--- src/rtl/alu_arbiter_if.sv ---
// Bus bundle between the two requesters, the arbiter and the shared ALU.
// The slave modport is the arbiter's view; master is the surrounding environment.
interface alu_arbiter_if #(
  parameter int unsigned bus_size       = 4,
  parameter int unsigned shamt_bus_size = 2
);
  localparam int unsigned W = bus_size;
  localparam int unsigned S = shamt_bus_size + 1;

  logic [1:0]     req_valid;
  logic [1:0]     req_ready;
  logic [2*W-1:0] req_a;
  logic [2*W-1:0] req_b;
  logic [5:0]     req_op;
  logic [2*S-1:0] req_shamt;

  logic [W-1:0]   alu_a;
  logic [W-1:0]   alu_b;
  logic [2:0]     alu_op;
  logic [S-1:0]   alu_shamt;
  logic [W-1:0]   alu_s;
  logic [3:0]     alu_flags;

  logic [1:0]     rsp_valid;
  logic [1:0]     rsp_ready;
  logic [W-1:0]   rsp_data;
  logic [3:0]     rsp_flags;
  logic           busy;

  modport slave (
    input  req_valid, req_a, req_b, req_op, req_shamt,
    input  alu_s, alu_flags,
    input  rsp_ready,
    output req_ready,
    output alu_a, alu_b, alu_op, alu_shamt,
    output rsp_valid, rsp_data, rsp_flags, busy
  );

  modport master (
    output req_valid, req_a, req_b, req_op, req_shamt,
    output alu_s, alu_flags,
    output rsp_ready,
    input  req_ready,
    input  alu_a, alu_b, alu_op, alu_shamt,
    input  rsp_valid, rsp_data, rsp_flags, busy
  );
endinterface

--- src/rtl/alu_arbiter.sv ---
// Round-robin arbiter sharing one combinational ALU between two requesters:
// registers the granted operands, captures result/flags, holds them until consumed.
module alu_arbiter #(
  parameter int unsigned bus_size       = 4,
  parameter int unsigned shamt_bus_size = 2
) (
  input  logic         clk,
  input  logic         reset,
  alu_arbiter_if.slave bus
);
  localparam int unsigned W = bus_size;
  localparam int unsigned S = shamt_bus_size + 1;

  typedef enum logic [1:0] {
    IDLE = 2'd0,
    EXEC = 2'd1,
    RESP = 2'd2
  } state_t;

  state_t       state_q, state_d;
  logic         owner_q, owner_d;
  logic         last_q, last_d;
  logic [W-1:0] alu_a_q, alu_a_d;
  logic [W-1:0] alu_b_q, alu_b_d;
  logic [2:0]   alu_op_q, alu_op_d;
  logic [S-1:0] alu_shamt_q, alu_shamt_d;
  logic [W-1:0] rsp_data_q, rsp_data_d;
  logic [3:0]   rsp_flags_q, rsp_flags_d;
  logic [1:0]   rsp_valid_q, rsp_valid_d;
  logic         busy_q, busy_d;

  logic         grant;
  logic [1:0]   req_ready;
  logic [W-1:0] sel_a;
  logic [W-1:0] sel_b;
  logic [2:0]   sel_op;
  logic [S-1:0] sel_shamt;

  // Grant: a lone requester wins; on a tie the one not served last wins.
  always_comb begin
    grant = 1'b0;
    case (bus.req_valid)
      2'b10:   grant = 1'b1;
      2'b11:   grant = ~last_q;
      default: grant = 1'b0;
    endcase

    req_ready = '0;
    if (reset && (state_q == IDLE) && (bus.req_valid != 2'b00)) begin
      req_ready = grant ? 2'b10 : 2'b01;
    end

    sel_a     = grant ? bus.req_a[2*W-1:W]     : bus.req_a[W-1:0];
    sel_b     = grant ? bus.req_b[2*W-1:W]     : bus.req_b[W-1:0];
    sel_op    = grant ? bus.req_op[5:3]        : bus.req_op[2:0];
    sel_shamt = grant ? bus.req_shamt[2*S-1:S] : bus.req_shamt[S-1:0];
  end

  // rsp_valid and busy are produced as flops from the next state so they
  // never depend combinationally on inputs.
  always_comb begin
    state_d     = state_q;
    owner_d     = owner_q;
    last_d      = last_q;
    alu_a_d     = alu_a_q;
    alu_b_d     = alu_b_q;
    alu_op_d    = alu_op_q;
    alu_shamt_d = alu_shamt_q;
    rsp_data_d  = rsp_data_q;
    rsp_flags_d = rsp_flags_q;
    rsp_valid_d = rsp_valid_q;
    busy_d      = busy_q;

    case (state_q)
      IDLE: begin
        if (req_ready != 2'b00) begin
          alu_a_d     = sel_a;
          alu_b_d     = sel_b;
          alu_op_d    = sel_op;
          alu_shamt_d = sel_shamt;
          owner_d     = grant;
          last_d      = grant;
          busy_d      = 1'b1;
          state_d     = EXEC;
        end
      end
      EXEC: begin
        rsp_data_d  = bus.alu_s;
        rsp_flags_d = bus.alu_flags;
        rsp_valid_d = owner_q ? 2'b10 : 2'b01;
        state_d     = RESP;
      end
      RESP: begin
        if (bus.rsp_ready[owner_q]) begin
          rsp_valid_d = '0;
          busy_d      = 1'b0;
          state_d     = IDLE;
        end
      end
      default: begin
        rsp_valid_d = '0;
        busy_d      = 1'b0;
        state_d     = IDLE;
      end
    endcase
  end

  always_ff @(posedge clk or negedge reset) begin
    if (!reset) begin
      state_q     <= IDLE;
      owner_q     <= 1'b0;
      last_q      <= 1'b1;
      alu_a_q     <= '0;
      alu_b_q     <= '0;
      alu_op_q    <= '0;
      alu_shamt_q <= '0;
      rsp_data_q  <= '0;
      rsp_flags_q <= '0;
      rsp_valid_q <= '0;
      busy_q      <= 1'b0;
    end else begin
      state_q     <= state_d;
      owner_q     <= owner_d;
      last_q      <= last_d;
      alu_a_q     <= alu_a_d;
      alu_b_q     <= alu_b_d;
      alu_op_q    <= alu_op_d;
      alu_shamt_q <= alu_shamt_d;
      rsp_data_q  <= rsp_data_d;
      rsp_flags_q <= rsp_flags_d;
      rsp_valid_q <= rsp_valid_d;
      busy_q      <= busy_d;
    end
  end

  assign bus.req_ready = req_ready;
  assign bus.alu_a     = alu_a_q;
  assign bus.alu_b     = alu_b_q;
  assign bus.alu_op    = alu_op_q;
  assign bus.alu_shamt = alu_shamt_q;
  assign bus.rsp_valid = rsp_valid_q;
  assign bus.rsp_data  = rsp_data_q;
  assign bus.rsp_flags = rsp_flags_q;
  assign bus.busy      = busy_q;
endmodule

--- src/flat_wrapper.sv ---
// flat-port wrapper written by rule: the top's interface ports become plain ports
module alu_arbiter_flat 
#(
  parameter int unsigned bus_size       = 4,
  parameter int unsigned shamt_bus_size = 2
)
  (clk, reset, bus_req_valid, bus_req_a, bus_req_b, bus_req_op, bus_req_shamt, bus_alu_s, bus_alu_flags, bus_rsp_ready, bus_req_ready, bus_alu_a, bus_alu_b, bus_alu_op, bus_alu_shamt, bus_rsp_valid, bus_rsp_data, bus_rsp_flags, bus_busy);
  alu_arbiter_if #(.bus_size(bus_size), .shamt_bus_size(shamt_bus_size)) bus_i ();
  input  logic clk;
  input  logic reset;
  input wire logic [$bits(bus_i.req_valid)-1:0] bus_req_valid;
  input wire logic [$bits(bus_i.req_a)-1:0] bus_req_a;
  input wire logic [$bits(bus_i.req_b)-1:0] bus_req_b;
  input wire logic [$bits(bus_i.req_op)-1:0] bus_req_op;
  input wire logic [$bits(bus_i.req_shamt)-1:0] bus_req_shamt;
  input wire logic [$bits(bus_i.alu_s)-1:0] bus_alu_s;
  input wire logic [$bits(bus_i.alu_flags)-1:0] bus_alu_flags;
  input wire logic [$bits(bus_i.rsp_ready)-1:0] bus_rsp_ready;
  output wire logic [$bits(bus_i.req_ready)-1:0] bus_req_ready;
  output wire logic [$bits(bus_i.alu_a)-1:0] bus_alu_a;
  output wire logic [$bits(bus_i.alu_b)-1:0] bus_alu_b;
  output wire logic [$bits(bus_i.alu_op)-1:0] bus_alu_op;
  output wire logic [$bits(bus_i.alu_shamt)-1:0] bus_alu_shamt;
  output wire logic [$bits(bus_i.rsp_valid)-1:0] bus_rsp_valid;
  output wire logic [$bits(bus_i.rsp_data)-1:0] bus_rsp_data;
  output wire logic [$bits(bus_i.rsp_flags)-1:0] bus_rsp_flags;
  output wire logic [$bits(bus_i.busy)-1:0] bus_busy;
  assign bus_i.req_valid = bus_req_valid;
  assign bus_i.req_a = bus_req_a;
  assign bus_i.req_b = bus_req_b;
  assign bus_i.req_op = bus_req_op;
  assign bus_i.req_shamt = bus_req_shamt;
  assign bus_i.alu_s = bus_alu_s;
  assign bus_i.alu_flags = bus_alu_flags;
  assign bus_i.rsp_ready = bus_rsp_ready;
  assign bus_req_ready = bus_i.req_ready;
  assign bus_alu_a = bus_i.alu_a;
  assign bus_alu_b = bus_i.alu_b;
  assign bus_alu_op = bus_i.alu_op;
  assign bus_alu_shamt = bus_i.alu_shamt;
  assign bus_rsp_valid = bus_i.rsp_valid;
  assign bus_rsp_data = bus_i.rsp_data;
  assign bus_rsp_flags = bus_i.rsp_flags;
  assign bus_busy = bus_i.busy;
  alu_arbiter #(.bus_size(bus_size), .shamt_bus_size(shamt_bus_size)) u_core (.clk(clk), .reset(reset), .bus(bus_i));
endmodule
--- config.mk ---
export PLATFORM = sky130hd
export DESIGN_NAME = alu_arbiter_flat
export DESIGN_NICKNAME = d
export VERILOG_FILES = /design/src/rtl/alu_arbiter_if.sv /design/src/rtl/alu_arbiter.sv /design/src/flat_wrapper.sv
export SDC_FILE = /design/constraint.sdc
export NUM_CORES = 1
export LEC_CHECK = 0
export CAP_MARGIN = 40
export CORE_MARGIN = 2
export CORE_UTILIZATION = 35
export DETAILED_ROUTE_END_ITERATION = 7
export PLACE_DENSITY = 0.76
export SETUP_SLACK_MARGIN = 0.3
export SLEW_MARGIN = 20
export SYNTH_ARGS = -nofsm -noshare
export SYNTH_HDL_FRONTEND = slang
export SYNTH_SLANG_ARGS = --single-unit
--- constraint.sdc ---
create_clock -name clk -period 1.95 [get_ports clk]
set_input_delay 0.39 -clock clk [delete_from_list [all_inputs] [get_ports clk]]
set_output_delay 0.39 -clock clk [all_outputs]
set_load 0.03 [all_outputs]
Yosys cells after proc, flatten, opt, wreduce, memory -nomap -nowiden --
Index checks and enable logic that the tools add are counted.
Storage, ports and cells: bits in registers 29, latch bits 0, bits in writable memories 0, memory bits (read-only) 0, input port bits 42, output and inout port bits 27, word-level logic and storage cells 47, memories 0
Operators by class: add/subtract/negate cells 0, $mul 0, divide/modulo/power cells 0, $lt $le $gt $ge 1, eq/ne operators 6, shifts and indexed selects 0, mux-type cells 17, bitwise logic cells 3, reduce and logical (&&, ||, !) cells 9
Operators by type and width (count):
- $pmux W2 S3 | 2
- $mux W2 | 5
- $mux W4 | 2
- $eq A2 B2 Y1 const B | 3
- $mux W3 | 2
- $reduce_and A2 Y1 | 3
- $mux W1 | 4
- $reduce_bool A2 Y1 | 2
- $not A1 Y1 | 3
- $pmux W1 S3 | 1
- $reduce_and A3 Y1 | 1
- $eq A2 B1 Y1 const B | 1
- $logic_and A1 B1 Y1 | 2
- $logic_not A2 Y1 | 1
- $lt A1 B2 Y1 const B | 1
- $ne A2 B1 Y1 const B | 1
- $ne A2 B2 Y1 const B | 1
- $pmux W1 S2 | 1

Longest topological paths before layout --
Gate-level depths: netlist of run 1.
depth in word-level cells 7, mapped depth 6, mapped depth without buffers 4

Worst setup path before layout of run 1 --
No wires, ideal clock.
kind flip-flop to output port, from register u_core.state_q[0], to output port bus_req_ready[0], arrival time 1886 ps, data required time 1560 ps, setup slack -326 ps, cell stages (with the launch flop) 5, buffers on the path 2, path through dfrtp_1 -> or3b_1 -> buf_6 -> clkbuf_1 -> nor3b_1
Between the ends: longest elaborated chain between the ends 4
Ends and longest elaborated chain:
- from (decl) | RTL line alu_arbiter.sv:20 | state_t state_q, state_d;
- from (signal assigned) | RTL line alu_arbiter.sv:122 | state_q <= state_d;
- $logic_not A2 Y1 | RTL line alu_arbiter.sv:49 | if (reset && (state_q == IDLE) && (bus.req_valid != 2'b00)) begin
- $logic_and A1 B1 Y1 (2 in series) | RTL line alu_arbiter.sv:49
- $mux W2 | RTL line alu_arbiter.sv:49
- to (decl) | RTL line flat_wrapper.sv:19 | output wire logic [$bits(bus_i.req_ready)-1:0] bus_req_ready;
Every way passes these cells.

Worst setup path after layout of run 1 --
from register u_core.state_q[0], to output port bus_req_ready[1]
The elaborated chain is that of the path after synthesis.

==> key figures, run 1 <==
Logic synthesis
  • Synth warnings: 0
  • Post-synth cell types: 23
  • Post-synthesis instance area: 1290 um2
  • Gate count after technology mapping: 108
  • Post-synth net total: 150
  • Register area share after synthesis: 56.35%
  • Syn Area/Cell: 11.94 um2
  • Total of flip-flops plus latches after synthesis: 29

CTS
  • CTS Hold Bufs: 0
  • Clock-pin slew on the worst setup and hold paths: around 0.06 ns
  • Maximum level of the CTS H-tree: 2
  • Number of buffers between clock root and the deepest sink: 2
  • Clk sink count: 29
  • Clock insertion delay at the later pin of the skew report: 0.27 ns
  • Root Buffer: clkbuf_8
  • Number of CTS-inserted buffers: 5
  • Clock tree from TritonCTS: yes

Global route
  • Overall fraction of global-route tracks in use: between 10% and 20%
  • GRT overflow: 0
  • Antenna violations before repair: 0
  • Number of global-route vias before repair: 1,224
  • Pin count of the biggest net entering global routing: 30
  • Wire length of the first global-routing pass: 5.706 mm

Timing
  • Ratio of final minimum period to clock period: about 95%
  • Relative max-transition margin: roughly 64%
  • Pin slew with the least headroom to its limit: 0.5418 ns
  • Post-Route Skew: 0.003178 ns
  • Shortest clock period the worst path allows after layout: 1.852 ns
  • Setup repair after global routing missed its margin: yes
  • Hold violation total from the final report: 0
  • Aggregate negative setup slack: 0 ns
  • Maximum achievable frequency: 540.0 MHz
  • Pins Over Slew Limit: 0
  • Count of final setup violators: 0

Worst setup path
  • Crit path required time: 1.56 ns
  • CP peak stage delay: 0.44 ns
  • Critical-path cell list: or3b_4 -> a211oi_4 -> buf_6
  • Crit. Startpoint: u_core.state_q[0]
  • Worst reg2reg path startpoint: u_core.state_q[0]
  • Standard cell with the maximum stage delay on the critical path: or3b_4
  • Endpoint kind of the worst setup timing path: output port
  • Type of the setup path with the least slack: reg -> out
  • Startpoint type of the worst setup path: flop
  • Worst Path Buf+Inv: 1
  • Critical Path Fanout Max: 3
  • Arr. time, crit path: 1.46 ns
  • Cell family with most CP delay: simple AND/OR/NAND/NOR gates

Drt
  • Drc violations: 0
  • Overall via count from detail_route: between 1,000 and 1,500
  • Post-Route WL: 3.465 mm
  • Antenna Violating Nets Remaining: 0
  • Vias per Instance: 4.966
  • Average routed wire per standard cell: between 10 and 15 um
  • Number of detailed-route iterations in the first pass: 4
  • Starting DRC count in detailed routing: 75

Placed design
  • Weighted congestion reported at the end of routability-driven placement: 0.7484
  • Cell Count Post-Placement: about 230
  • Buffers on Ports: 68
  • Post-DP HPWL: 2.687 mm

Floorplan
  • Standard-cell row count: 22
  • Starting Density: between 30% and 40%
  • Overall die width: 64.71 um
  • Area enclosed by the die boundary: 4187 um2
  • Count of pins on the block boundary: roughly 70
  • Core Footprint: 3606 um2
  • Die Height: 64.71 um

Outcome
  • Status: complete, no violations

Layout
  • Filler cells: 336
  • Antenna cells: 0
  • Utilization of the core after routing: 59.47%
  • Non-Filler Instances: 237
  • Share of layout cells above drive strength 1: 18.52%
  • Number of nets in the layout: 230
  • Area Growth Syn to Fin: 66.25%

Power
  • Static power due to leakage: 0.9749 nW
  • Largest voltage drop on the vdd net: 0.5618 mV
  • Power density cells: 1520 nW/um2

Job
  • Max Cap Violations: 0

Min path
  • Hold Crit Class: in -> async
[cell families (layout without fill, tap and decap cells)]
| family | Yosys count | count (layout) | share of synthesized area, % |
|---|---|---|---|
| compound gates | 22 | 22 | 16.97 |
| mux | 10 | 10 | 8.536 |
| flops | 29 | 29 | 56.35 |
| simple gates | 35 | 35 | 12.80 |
| buf+inv | 12 | 93 | 5.333 |
[placed cells by master (no fill, tap or decap), drive strengths merged]
cell	n
a211oi	2
a21bo	1
a21o	2
a221o	14
a22o	1
buf	15
clkbuf	8
clkdlybuf4s50	40
dfrtp	28
dfstp	1
dlygate4sd2	26
inv	4
mux2	8
mux2i	2
nand2	15
nor2	1
nor2b	2
nor3	14
nor3b	1
o22a	1
o2bb2ai	1
or2	1
or3b	1
[Yosys cell counts]
cell | instances | share of area [%]
o2bb2ai_1 | 1 | 0.68
a221o_1 | 14 | 11
a211oi_1 | 1 | 0.58
or3b_1 | 1 | 0.68
a211oi_4 | 1 | 1.6
dfrtp_1 | 28 | 54
a21o_1 | 2 | 1.2
mux2i_1 | 2 | 1.6
buf_6 | 3 | 2.6
buf_2 | 1 | 0.39
a21bo_2 | 1 | 0.78
nor3_1 | 14 | 5.4
mux2_2 | 8 | 7.0
or2_1 | 1 | 0.49
dfstp_2 | 1 | 2.0
nor3b_1 | 1 | 0.58
nand2_1 | 15 | 4.4
inv_1 | 4 | 1.2
nor2_1 | 1 | 0.29
clkbuf_1 | 4 | 1.2
a22o_1 | 1 | 0.68
o22a_1 | 1 | 0.68
nor2b_1 | 2 | 0.97
[path summary, 6_finish.rpt]
path / endpoint / slack (ns) / cells past startpoint
hold reg to reg: u_core.bus.rsp_data[2] / 0.50 / 1
setup reg to reg: u_core.bus.alu_op[0] / 0.15 / 5
hold / removal: u_core.bus.alu_a[2] / 0.29 / 2
max in group asynchronous: u_core.last_q / 1.36 / 2
min in group clk: u_core.bus.rsp_data[2] / 0.50 / 1
setup / recovery: bus_req_ready[1] / 0.1 / 3
[flip-flops by register name, summed over array words and instances, names as in the netlist, 2 cells and up]
register / count
u_core.bus.alu_a: 4
u_core.bus.rsp_valid: 2
u_core.bus.alu_shamt: 3
u_core.bus.alu_b: 4
u_core.bus.rsp_data: 4
u_core.state_q: 2
u_core.bus.alu_op: 3
u_core.bus.rsp_flags: 4
[metal layers]
metal / vias to the layer above / GRT usage, % / wire length [um]
met4: 0 / 4.787 / 29
met3: 2 / 5.208 / 146
li1: 557 / - / -
met2: 29 / 30.80 / 1878
met5: - / 0 / 0
met1: 589 / 22.40 / 1410
[stage by stage]
| step | power (mW) | area [um2] | hold slack [ns] | setup WS, ns |
|---|---|---|---|---|
| global placement | 2.923 | 2058 | 0.4863 | -0.2465 |
| finish | 3.260 | 2145 | 0.2865 | 0.09813 |
| detailed placement | 2.963 | 2058 | 0.4889 | -0.3287 |
| floorplan | 2.185 | 1318 | 0.09441 | 0.1315 |
| CTS | 3.275 | 2141 | 0.3109 | 0.1010 |
| global route | 3.459 | 2145 | 0.3445 | 0.05292 |
[final cells by class]
type | instances | area [um2] | area share [%]
multi-input cells | 67 | 510.5 | 23.80
flip-flops and latches | 29 | 726.9 | 33.90
well taps | 48 | 60.06 | 2.800
inverters | 4 | 15.01 | 0.7001
repair buffers | 81 | 752.0 | 35.06
clock buffers | 8 | 80.08 | 3.734
[timing repair]
item | in CTS | in global routing
pin swaps | 2 | 0
resized for setup | 30 | 2
buffers inserted | 3 | 0
endpoints found under the setup margin | 45 | 18
[report_power, final]
group	leakage [nW]	internal, mW	switching, mW
registers	0.350	0.914	0.186
logic	0.585	0.724	0.976
clock network	0.0395	0.253	0.207
total	0.975	1.89	1.37
(Power assumes the default switching activity.)
==> run 2: changes to the inputs <==
CORE_MARGIN = not set   (was 2)
==> key figures, run 2 (synthesis results as in run 1) <==
Global route
  • GRT overflow: 0 (unchanged)
  • Number of global-route vias before repair: 1,271 (+3.8%)
  • Pin count of the biggest net entering global routing: 30 (unchanged)
  • Wire length of the first global-routing pass: 5.947 mm (+4.2%)
  • Antenna violations before repair: 0 (unchanged)
  • Overall fraction of global-route tracks in use: 19.54% (+1.5 points)

Layout
  • Share of layout cells above drive strength 1: 22.05% (+3.5 points)
  • Utilization of the core after routing: 65.21% (+5.7 points)
  • Most frequent cells in the layout: clkdlybuf4s50_1, dfrtp_1, dlygate4sd2_1
  • Area Growth Syn to Fin: 74.01%
  • Antenna cells: 0 (unchanged)
  • Filler cells: 274 (-18%)
  • Area of the multi-input gates: 510.5 um2 (unchanged)
  • Most common cell after layout, fill and taps aside: clkdlybuf4s50_1
  • Number of nets in the layout: 236 (+2.6%)
  • Non-Filler Instances: 241 (+1.7%)
  • Area used by sequential logic in the layout: 726.9 um2 (unchanged)

Floorplan
  • Count of pins on the block boundary: 69 (unchanged)
  • Core Footprint: 3442 um2 (-4.5%)
  • Area enclosed by the die boundary: 3933 um2 (-6.1%)
  • Starting Density: 37.48% (+1.7 points)
  • Die Height: 62.71 um (-3.1%)
  • Overall die width: 62.71 um (-3.1%)
  • Standard-cell row count: 21 (-4.5%)

Placed design
  • Placement-stage worst setup slack: -0.3102 ns (+0.01850 ns)
  • Weighted congestion reported at the end of routability-driven placement: 0.7655 (+2.3%)
  • Cell Count Post-Placement: 226 (unchanged)
  • Buffers on Ports: 68 (unchanged)
  • Post-DP HPWL: 2.614 mm (-2.7%)

Worst setup path
  • Endpoint kind of the worst setup timing path: flop
  • Cell family with most CP delay: simple AND/OR/NAND/NOR gates
  • Startpoint type of the worst setup path: flop
  • CP peak stage delay: 0.45 ns (about the same)
  • Crit path required time: 2.10 ns (+0.54 ns)
  • Type of the setup path with the least slack: reg -> reg
  • Critical Path Fanout Max: 7 (+4)
  • Critical-path cell list: or3b_4 -> buf_6 -> buf_6 -> or2_4 -> buf_6 -> a221o_1
  • Standard cell with the maximum stage delay on the critical path: or3b_4
  • Cell occurring most often along the worst timing path: buf_6
  • Arr. time, crit path: 2.04 ns (+0.58 ns)
  • Worst Path Buf+Inv: 3 (+2)

Drt
  • Post-Route WL: 3.606 mm (+4.1%)
  • Overall via count from detail_route: 1,223 (+3.9%)
  • Average routed wire per standard cell: 14.96 um (+2.3%)
  • Antenna Violating Nets Remaining: 0 (unchanged)
  • Vias per Instance: 5.075 (+2.2%)
  • Starting DRC count in detailed routing: 84 (+12%)
  • Drc violations: 0 (unchanged)
  • Number of detailed-route iterations in the first pass: 6 (+2)

Min path
  • Hold Crit Class: in -> async

Timing
  • Shortest clock period the worst path allows after layout: 1.893 ns (+0.04100 ns)
  • Worst hold slack across all endpoints: 0.2680 ns (-0.01843 ns)
  • Relative max-transition margin: 61.77% (-1.9 points)
  • Post-Route Skew: 0.002741 ns (-0.0004363 ns)
  • Count of final setup violators: 0 (unchanged)
  • Maximum achievable frequency: 528.3 MHz (-2.2%)
  • Hold violation total from the final report: 0 (unchanged)
  • Setup repair after global routing missed its margin: yes
  • Least setup slack across all paths after layout: 0.05713 ns (-0.04100 ns)
  • Pins Over Slew Limit: 0 (unchanged)
  • Pin slew with the least headroom to its limit: 0.5700 ns (+0.02812 ns)
  • Ratio of final minimum period to clock period: 97.07% (+2.1 points)
  • Aggregate negative setup slack: 0 ns (unchanged)

CTS
  • Clock tree from TritonCTS: yes
  • Clk sink count: 29 (unchanged)
  • CTS Hold Bufs: 0 (unchanged)
  • Root Buffer: clkbuf_8
  • Maximum level of the CTS H-tree: 2 (unchanged)
  • Clock-pin slew on the worst setup and hold paths: 0.06 ns (about the same)
  • Number of buffers between clock root and the deepest sink: 2 (unchanged)
  • Clock insertion delay at the later pin of the skew report: 0.27 ns (about the same)
  • Number of CTS-inserted buffers: 5 (unchanged)

Power
  • Largest voltage drop on the vdd net: 0.6259 mV (+11%)
  • Static power due to leakage: 1.029 nW (+5.6%)
  • Power density cells: 1571 nW/um2 (+3.3%)

Job
  • Max Cap Violations: 0 (unchanged)

Outcome
  • Status: complete, no violations
[run 2: worst paths after layout]
path | start | slack, ns | to | depth (start not counted)
worst max-delay path | u_core.state_q[1] | 0.06 | u_core.bus.alu_op[0] | 6
worst min-delay path | reset | 0.27 | u_core.bus.alu_b[2] | 2
worst max register to register | u_core.state_q[1] | 0.06 | u_core.bus.alu_op[0] | 6
worst min register to register | u_core.bus.rsp_data[0] | 0.50 | u_core.bus.rsp_data[0] | 1
max in group asynchronous | reset | 1.38 | u_core.last_q | 2
min in group clk | u_core.bus.rsp_data[0] | 0.50 | u_core.bus.rsp_data[0] | 1
[run 2: cell type report]
cell class | instances | area share (%)
sequential | 29 | 32.39
timing repair buffer | 87 | 36.34
multi-input combinational | 67 | 22.74
tap | 46 | 2.564
clock inverter | 1 | 1.338
clock buffer | 7 | 3.846
inverter | 4 | 0.7804
[run 2: layer usage]
layer	vias up	track usage, %	part of all wire [%]
li1	569	-	-
met1	596	24.29	43
met2	56	32.07	51
met5	-	0	0
met4	0	7.558	0.75
met3	2	5.474	6.0
[run 2: timing repair]
| item | CTS | global route |
|---|---|---|
| pin swaps | 3 | 4 |
| setup endpoints to repair | 45 | 20 |
| cloned | 0 | 0 |
| buffers inserted | 4 | 3 |
| resized for setup | 32 | 6 |
[run 2: report_power, final]
group	total, mW	internal, mW	switching, mW
clock	0.625	0.416	0.209
sequential	1.11	0.914	0.192
combinational	1.79	0.783	1.01
[run 2: through the flow]
| step | power, mW | instance area [um2] |
|---|---|---|
| 2_1_floorplan | 2.185 | 1318 |
| 3_3_place_gp | 2.920 | 2071 |
| 3_5_place_dp | 2.982 | 2071 |
| 4_1_cts | 3.484 | 2205 |
| 5_1_grt | 3.697 | 2245 |
| 6_report | 3.526 | 2245 |
